[src/rtl/operand_fetch_if.sv]
// Operand-fetch bus bundle: decode-side request, register-file read port,
// writeback snoop, execute-side output slot and stall statistics.
interface operand_fetch_if #(
   parameter int unsigned ADDR_WIDTH = 5,
   parameter int unsigned DATA_WIDTH = 32
);
   logic                  id_valid_i;
   logic                  id_ready_o;
   logic [ADDR_WIDTH-1:0] rs1_i;
   logic [ADDR_WIDTH-1:0] rs2_i;
   logic [ADDR_WIDTH-1:0] rd_i;
   logic                  rd_we_i;
   logic [ADDR_WIDTH-1:0] raddr_a_o;
   logic [ADDR_WIDTH-1:0] raddr_b_o;
   logic [DATA_WIDTH-1:0] rdata_a_i;
   logic [DATA_WIDTH-1:0] rdata_b_i;
   logic                  wb_valid_i;
   logic [ADDR_WIDTH-1:0] wb_addr_i;
   logic [DATA_WIDTH-1:0] wb_data_i;
   logic                  flush_i;
   logic                  ex_valid_o;
   logic                  ex_ready_i;
   logic [DATA_WIDTH-1:0] ex_op_a_o;
   logic [DATA_WIDTH-1:0] ex_op_b_o;
   logic [ADDR_WIDTH-1:0] ex_rd_o;
   logic                  ex_rd_we_o;
   logic [15:0]           stall_cnt_o;

   modport slave (
      input  id_valid_i, rs1_i, rs2_i, rd_i, rd_we_i,
      input  rdata_a_i, rdata_b_i,
      input  wb_valid_i, wb_addr_i, wb_data_i,
      input  flush_i, ex_ready_i,
      output id_ready_o, raddr_a_o, raddr_b_o,
      output ex_valid_o, ex_op_a_o, ex_op_b_o, ex_rd_o, ex_rd_we_o,
      output stall_cnt_o
   );

   modport master (
      output id_valid_i, rs1_i, rs2_i, rd_i, rd_we_i,
      output rdata_a_i, rdata_b_i,
      output wb_valid_i, wb_addr_i, wb_data_i,
      output flush_i, ex_ready_i,
      input  id_ready_o, raddr_a_o, raddr_b_o,
      input  ex_valid_o, ex_op_a_o, ex_op_b_o, ex_rd_o, ex_rd_we_o,
      input  stall_cnt_o
   );
endinterface

[src/rtl/operand_fetch.sv]
// Operand fetch stage: scoreboard hazard check, register-file read, output slot.
// Optional macro OPFETCH_BYPASS_EN forwards same-cycle writeback data to sources.
module operand_fetch #(
   parameter int unsigned REG_COUNT  = 32,
   parameter int unsigned ADDR_WIDTH = $clog2(REG_COUNT),
   parameter int unsigned DATA_WIDTH = 32
) (
   input logic           clk,
   input logic           rst_n,
   operand_fetch_if.slave bus
);
   localparam int unsigned CNT_WIDTH = 16;

`ifdef OPFETCH_BYPASS_EN
   localparam bit BYPASS = 1'b1;
`else
   localparam bit BYPASS = 1'b0;
`endif

   logic [REG_COUNT-1:0]  busy;
   logic [REG_COUNT-1:0]  busy_nxt;
   logic                  rs1_nz;
   logic                  rs2_nz;
   logic                  rd_nz;
   logic                  byp_a;
   logic                  byp_b;
   logic                  hazard;
   logic                  issue;
   logic [DATA_WIDTH-1:0] op_a;
   logic [DATA_WIDTH-1:0] op_b;

   assign bus.raddr_a_o = bus.rs1_i;
   assign bus.raddr_b_o = bus.rs2_i;

   assign rs1_nz = (bus.rs1_i != ADDR_WIDTH'(0));
   assign rs2_nz = (bus.rs2_i != ADDR_WIDTH'(0));
   assign rd_nz  = (bus.rd_i  != ADDR_WIDTH'(0));

   // A writeback landing this edge can satisfy a waiting source only when forwarding exists
   assign byp_a = BYPASS && bus.wb_valid_i && rs1_nz && (bus.wb_addr_i == bus.rs1_i);
   assign byp_b = BYPASS && bus.wb_valid_i && rs2_nz && (bus.wb_addr_i == bus.rs2_i);

   assign hazard = (rs1_nz && busy[bus.rs1_i] && !byp_a) ||
                   (rs2_nz && busy[bus.rs2_i] && !byp_b) ||
                   (bus.rd_we_i && rd_nz && busy[bus.rd_i]);

   assign bus.id_ready_o = !hazard && (!bus.ex_valid_o || bus.ex_ready_i) && !bus.flush_i;
   assign issue          = bus.id_valid_i && bus.id_ready_o;

   assign op_a = !rs1_nz ? DATA_WIDTH'(0) : (byp_a ? bus.wb_data_i : bus.rdata_a_i);
   assign op_b = !rs2_nz ? DATA_WIDTH'(0) : (byp_b ? bus.wb_data_i : bus.rdata_b_i);

   // Clears first so that a same-cycle set on the same register wins
   always_comb begin
      busy_nxt = busy;
      if (bus.wb_valid_i && (bus.wb_addr_i != ADDR_WIDTH'(0)))
         busy_nxt[bus.wb_addr_i] = 1'b0;
      if (bus.flush_i && bus.ex_valid_o && bus.ex_rd_we_o)
         busy_nxt[bus.ex_rd_o] = 1'b0;
      if (issue && bus.rd_we_i && rd_nz)
         busy_nxt[bus.rd_i] = 1'b1;
      busy_nxt[0] = 1'b0;
   end

   always_ff @(posedge clk or negedge rst_n) begin
      if (!rst_n) begin
         busy <= '0;
      end else begin
         busy <= busy_nxt;
      end
   end

   // Output slot: flush kills, issue loads, handshake without issue empties
   always_ff @(posedge clk or negedge rst_n) begin
      if (!rst_n) begin
         bus.ex_valid_o <= 1'b0;
         bus.ex_op_a_o  <= '0;
         bus.ex_op_b_o  <= '0;
         bus.ex_rd_o    <= '0;
         bus.ex_rd_we_o <= 1'b0;
      end else if (bus.flush_i) begin
         bus.ex_valid_o <= 1'b0;
      end else if (issue) begin
         bus.ex_valid_o <= 1'b1;
         bus.ex_op_a_o  <= op_a;
         bus.ex_op_b_o  <= op_b;
         bus.ex_rd_o    <= bus.rd_i;
         bus.ex_rd_we_o <= bus.rd_we_i && rd_nz;
      end else if (bus.ex_ready_i) begin
         bus.ex_valid_o <= 1'b0;
      end
   end

   always_ff @(posedge clk or negedge rst_n) begin
      if (!rst_n) begin
         bus.stall_cnt_o <= '0;
      end else if (bus.id_valid_i && hazard && (bus.stall_cnt_o != {CNT_WIDTH{1'b1}})) begin
         bus.stall_cnt_o <= bus.stall_cnt_o + CNT_WIDTH'(1);
      end
   end
endmodule

[src/flat_wrapper.sv]
// flat-port wrapper written by rule: the top's interface ports become plain ports
module operand_fetch_flat 
#(
   parameter int unsigned REG_COUNT  = 32,
   parameter int unsigned ADDR_WIDTH = $clog2(REG_COUNT),
   parameter int unsigned DATA_WIDTH = 32
)
  (clk, rst_n, bus_id_valid_i, bus_rs1_i, bus_rs2_i, bus_rd_i, bus_rd_we_i, bus_rdata_a_i, bus_rdata_b_i, bus_wb_valid_i, bus_wb_addr_i, bus_wb_data_i, bus_flush_i, bus_ex_ready_i, bus_id_ready_o, bus_raddr_a_o, bus_raddr_b_o, bus_ex_valid_o, bus_ex_op_a_o, bus_ex_op_b_o, bus_ex_rd_o, bus_ex_rd_we_o, bus_stall_cnt_o);
  operand_fetch_if #(.ADDR_WIDTH(ADDR_WIDTH), .DATA_WIDTH(DATA_WIDTH)) bus_i ();
  input logic clk;
  input logic rst_n;
  input wire logic [$bits(bus_i.id_valid_i)-1:0] bus_id_valid_i;
  input wire logic [$bits(bus_i.rs1_i)-1:0] bus_rs1_i;
  input wire logic [$bits(bus_i.rs2_i)-1:0] bus_rs2_i;
  input wire logic [$bits(bus_i.rd_i)-1:0] bus_rd_i;
  input wire logic [$bits(bus_i.rd_we_i)-1:0] bus_rd_we_i;
  input wire logic [$bits(bus_i.rdata_a_i)-1:0] bus_rdata_a_i;
  input wire logic [$bits(bus_i.rdata_b_i)-1:0] bus_rdata_b_i;
  input wire logic [$bits(bus_i.wb_valid_i)-1:0] bus_wb_valid_i;
  input wire logic [$bits(bus_i.wb_addr_i)-1:0] bus_wb_addr_i;
  input wire logic [$bits(bus_i.wb_data_i)-1:0] bus_wb_data_i;
  input wire logic [$bits(bus_i.flush_i)-1:0] bus_flush_i;
  input wire logic [$bits(bus_i.ex_ready_i)-1:0] bus_ex_ready_i;
  output wire logic [$bits(bus_i.id_ready_o)-1:0] bus_id_ready_o;
  output wire logic [$bits(bus_i.raddr_a_o)-1:0] bus_raddr_a_o;
  output wire logic [$bits(bus_i.raddr_b_o)-1:0] bus_raddr_b_o;
  output wire logic [$bits(bus_i.ex_valid_o)-1:0] bus_ex_valid_o;
  output wire logic [$bits(bus_i.ex_op_a_o)-1:0] bus_ex_op_a_o;
  output wire logic [$bits(bus_i.ex_op_b_o)-1:0] bus_ex_op_b_o;
  output wire logic [$bits(bus_i.ex_rd_o)-1:0] bus_ex_rd_o;
  output wire logic [$bits(bus_i.ex_rd_we_o)-1:0] bus_ex_rd_we_o;
  output wire logic [$bits(bus_i.stall_cnt_o)-1:0] bus_stall_cnt_o;
  assign bus_i.id_valid_i = bus_id_valid_i;
  assign bus_i.rs1_i = bus_rs1_i;
  assign bus_i.rs2_i = bus_rs2_i;
  assign bus_i.rd_i = bus_rd_i;
  assign bus_i.rd_we_i = bus_rd_we_i;
  assign bus_i.rdata_a_i = bus_rdata_a_i;
  assign bus_i.rdata_b_i = bus_rdata_b_i;
  assign bus_i.wb_valid_i = bus_wb_valid_i;
  assign bus_i.wb_addr_i = bus_wb_addr_i;
  assign bus_i.wb_data_i = bus_wb_data_i;
  assign bus_i.flush_i = bus_flush_i;
  assign bus_i.ex_ready_i = bus_ex_ready_i;
  assign bus_id_ready_o = bus_i.id_ready_o;
  assign bus_raddr_a_o = bus_i.raddr_a_o;
  assign bus_raddr_b_o = bus_i.raddr_b_o;
  assign bus_ex_valid_o = bus_i.ex_valid_o;
  assign bus_ex_op_a_o = bus_i.ex_op_a_o;
  assign bus_ex_op_b_o = bus_i.ex_op_b_o;
  assign bus_ex_rd_o = bus_i.ex_rd_o;
  assign bus_ex_rd_we_o = bus_i.ex_rd_we_o;
  assign bus_stall_cnt_o = bus_i.stall_cnt_o;
  operand_fetch #(.REG_COUNT(REG_COUNT), .ADDR_WIDTH(ADDR_WIDTH), .DATA_WIDTH(DATA_WIDTH)) u_core (.clk(clk), .rst_n(rst_n), .bus(bus_i));
endmodule
[config.mk]
export PLATFORM = sky130hd
export DESIGN_NAME = operand_fetch_flat
export DESIGN_NICKNAME = d
export VERILOG_FILES = /design/src/rtl/operand_fetch_if.sv /design/src/rtl/operand_fetch.sv /design/src/flat_wrapper.sv
export SDC_FILE = /design/constraint.sdc
export NUM_CORES = 1
export LEC_CHECK = 0
export CAP_MARGIN = 20
export CORE_MARGIN = 2
export CORE_UTILIZATION = 30
export CTS_CLUSTER_DIAMETER = 80
export DETAILED_ROUTE_END_ITERATION = 10
export DONT_BUFFER_PORTS = 1
export GPL_ROUTABILITY_DRIVEN = 0
export SLEW_MARGIN = 20
export SYNTH_ARGS = -nofsm -noshare
export SYNTH_HDL_FRONTEND = slang
export SYNTH_SLANG_ARGS = --single-unit
[constraint.sdc]
create_clock -name clk -period 8.74 [get_ports clk]
set_clock_uncertainty 0.05 [all_clocks]
set_input_delay 1.311 -clock clk [delete_from_list [all_inputs] [get_ports clk]]
set_output_delay 1.311 -clock clk [all_outputs]
set_load 0.02 [all_outputs]
==> impl_metrics.py <==
metrics = {
    "cells_and_area": {
        "instances_no_fill": 869,
        "multi_input_area_mm2": 0.002945,
        "synthToLayoutAreaGrowth_pct": 10.21,
        "layout-drive-gt1-share_pct": 11.28,
        "seq_area_mm2": 0.002953,
        "stdcell_area_mm2": 0.007104,
        "utilization_pct": 33.69,
        "nets": 706,
        "fillerInstances": 2165,
        "insertedDiodeCount": 0,
    },
    "run_status": {
        "outcome": "finished, final reports clean",
    },
    "logic_synthesis": {
        "ys.flop_type": "dfrtp_1",
        "synthXorXnorAreaFrac_pct": 1.902,
        "synth_compound_area_share_pct": 10.15,
        "synth_mux_area_share_pct": 19.43,
        "synth_area_leaders": "dfrtp_1 (46%), mux2i_1 (12%), mux4_2 (5.6%)",
        "async_reset_ff_share_pct": 100.0,
        "synth_fa_ha_area_share_pct": 0.1941,
        "synthTopCellsByCount": "dfrtp_1 (118), nand2_1 (81), mux2i_1 (79), inv_1 (66), o221ai_1 (32)",
        "synth_largest_area_cell": "dfrtp_1",
        "synth.most_common_cell": "dfrtp_1",
        "synth_top_area_share_pct": 45.81,
        "synth_area_mm2": 0.006446,
        "yosysUniqueCellTypes": 42,
        "synth_simple_gate_area_share_pct": 13.92,
        "synth.yosys.warnings": 0,
        "synth-edff-count": 0,
        "synth-seq-cells": 118,
        "avgSynthCellArea_um2": 10.52,
        "synth_top_family_by_area": "multiplexers",
        "syn_nets": 737,
        "syn_inst": 613,
        "ys_seq_area_share_pct": 45.81,
    },
    "grt": {
        "grt_pass1_vias": 4487,
        "antenna_found_initial": 0,
        "grt_overflow": 0,
        "track_usage_pct": 15.06,
        "grt_start_max_net_pins": 119,
        "grt_first_pass_wirelength_um": 26180,
    },
    "cts": {
        "numClockSinks": 118,
        "clk_pin_slew_ps": 60,
        "ctsResizeCount": 0,
        "htreeDepth": 4,
        "cts_buffer_depth": 2,
        "ctsRootBufferMaster": "clkbuf_16",
        "holdBufCountCts": 0,
        "post-cts-setup-buffers": 0,
        "cts-buffers-inserted": 17,
        "clock_latency_ps": 410,
        "cts_tree": "done",
    },
    "timing": {
        "tns_ps": 0,
        "slew_viol_final": 0,
        "worst_slew_pin_slew_ps": 1040,
        "fin_crit_ps": 4855,
        "hold_viol_final": 0,
        "max_freq_ghz": 0.2060,
        "rsz0062_at_grt": "no",
        "maxSlewHeadroom_pct": 30.68,
        "setup_viol": 0,
        "fin_crit_sh_pct": 55.54,
    },
    "routing": {
        "vias_per_cell": 5.323,
        "drtAntennaViolNets": 0,
        "post_drt_wl_per_cell_um": 19.97,
        "drtPass1Iterations": 5,
        "drc": 0,
        "totalWireLength_um": 17350,
        "drt_iter0_drc": 324,
        "vias": 4626,
    },
    "setup_path": {
        "path_class": "input pin to output port",
        "arrival_ps": 3490,
        "crit_fanout": 17,
        "cp.required_ps": 7380,
        "crit_path_start_kind": "input pin",
        "end_kind": "output port",
    },
    "placed_design": {
        "hpwl_um": 11930,
        "placed_cell_area_mm2": 0.006505,
        "dp.cells": 838,
        "portBuffers": 0,
    },
    "die": {
        "die_h_um": 150.6,
        "die_area_mm2": 0.02268,
        "start_util_pct": 30.57,
        "chipWidth_um": 150.6,
        "io_pins": 221,
        "num_rows": 53,
        "fp.coreArea_mm2": 0.02109,
    },
    "power": {
        "ir_worst_vdd_mv": 0.1258,
        "clkPwrFrac_pct": 37.9,
        "p_leak_uw": 0.003548,
        "power_density_mw_per_mm2": 265.1,
        "seq_power_share_pct": 50.2,
        "switchingPower_uw": 631.6,
        "power_uw": 1884,
        "combPwrFrac_pct": 11.9,
        "swShare_pct": 33.53,
        "intPower_uw": 1252,
    },
    "min_path": {
        "min_path_type": "input pin to async pin",
    },
    "run": {
        "maxCapViolCount": 0,
    },
}
-- flip-flops by register name, indices dropped and copies added, names as in the netlist --
signal                  count
u_core.bus.ex_op_a_o       32
u_core.bus.ex_op_b_o       32
u_core.bus.ex_rd_o          5
u_core.bus.ex_rd_we_o       1
u_core.bus.ex_valid_o       1
u_core.bus.stall_cnt_o     16
u_core.busy                31
-- layout by cell type (no fill, tap or decap), types with 3 or more instances in the layout --
cell type	instances
xnor2_1	14
mux2i_1	79
nor2b_1	7
inv_1	66
nand2b_1	3
a21oi_1	5
nand2_1	80
o31ai_1	28
o221ai_1	32
o31ai_2	3
mux4_2	16
or3_1	3
mux2_2	9
nand4_1	14
o32ai_1	3
or3b_2	4
o22ai_1	5
nor3_1	4
clkbuf_16	17
nand3_1	16
and4_1	3
nand3b_1	11
dfrtp_1	118
clkbuf_8	3
nor2_1	10
clkinv_2	4
bufinv_16	3
and3_1	10
-- worst max-delay path, stage by stage --
cell	delay, ps
mux4_2	500
nor4b_1	250
a21oi_1	60
and3_1	200
a211o_1	530
nor3_1	620
-- routing by layer --
| layer | vias up | share of wire (%) | global-route usage, % |
|---|---|---|---|
| met5 | - | 0 | 0 |
| met4 | 0 | 1.3 | 4.720 |
| met3 | 15 | 8.7 | 5.394 |
| met2 | 222 | 47 | 22.48 |
| met1 | 2273 | 43 | 20.43 |
| li1 | 2116 | - | - |
-- power by group through the flow --
stage	clock, µW	sequential, µW	combinational, µW
floorplan	0	897	219
finish	714	945	225
global route	758	962	254
global placement	0	954	218
CTS	734	946	227
detailed placement	0	952	229
-- area by class of cell --
class                   instances  share of cell area [%]
clock buffers                  22                   6.675
clock inverters                 9                   1.761
inverters                      66                   3.487
multi-input cells             377                   41.46
flip-flops and latches        118                   41.56
well taps                     275                   4.843
repair buffers                  2                  0.2113
-- worst paths after layout --
| path | startpoint | end | slack (ps) | cells after the start |
|---|---|---|---|---|
| worst max register to register | u_core.busy[23]$_DFF_PN0_ | u_core.bus.ex_rd_o[4]$_DFFE_PN0P_ | 4710 | 8 |
| max in group asynchronous | rst_n | u_core.busy[11]$_DFF_PN0_ | 7790 | 0 |
| worst max-delay path | bus_rs1_i[0] | bus_id_ready_o | 3890 | 6 |
| worst min-delay path | rst_n | u_core.bus.ex_op_a_o[24]$_DFFE_PN0P_ | 540 | 0 |
| min in group clk | u_core.busy[15]$_DFF_PN0_ | u_core.busy[15]$_DFF_PN0_ | 550 | 2 |
| worst min register to register | u_core.busy[15]$_DFF_PN0_ | u_core.busy[15]$_DFF_PN0_ | 550 | 2 |
-- logic make-up (layout without fill, tap and decap cells) --
| group | after synthesis | after routing |
|---|---|---|
| xor+xnor | 14 | 14 |
| compound gates | 82 | 82 |
| mux | 104 | 104 |
| buf+inv | 118 | 99 |
| fa+ha+maj | 1 | 1 |
| simple gates | 176 | 176 |
| flops | 118 | 118 |
-- metrics by stage --
step	hold WS [ps]	setup WS [ps]
after floorplan	493.7	3875
after global placement	535.5	3680
after detailed placement	545.4	3695
after CTS	515.3	3874
after global routing	516.7	3795
final	543.0	3885
Power figures use the tool's default switching activity.
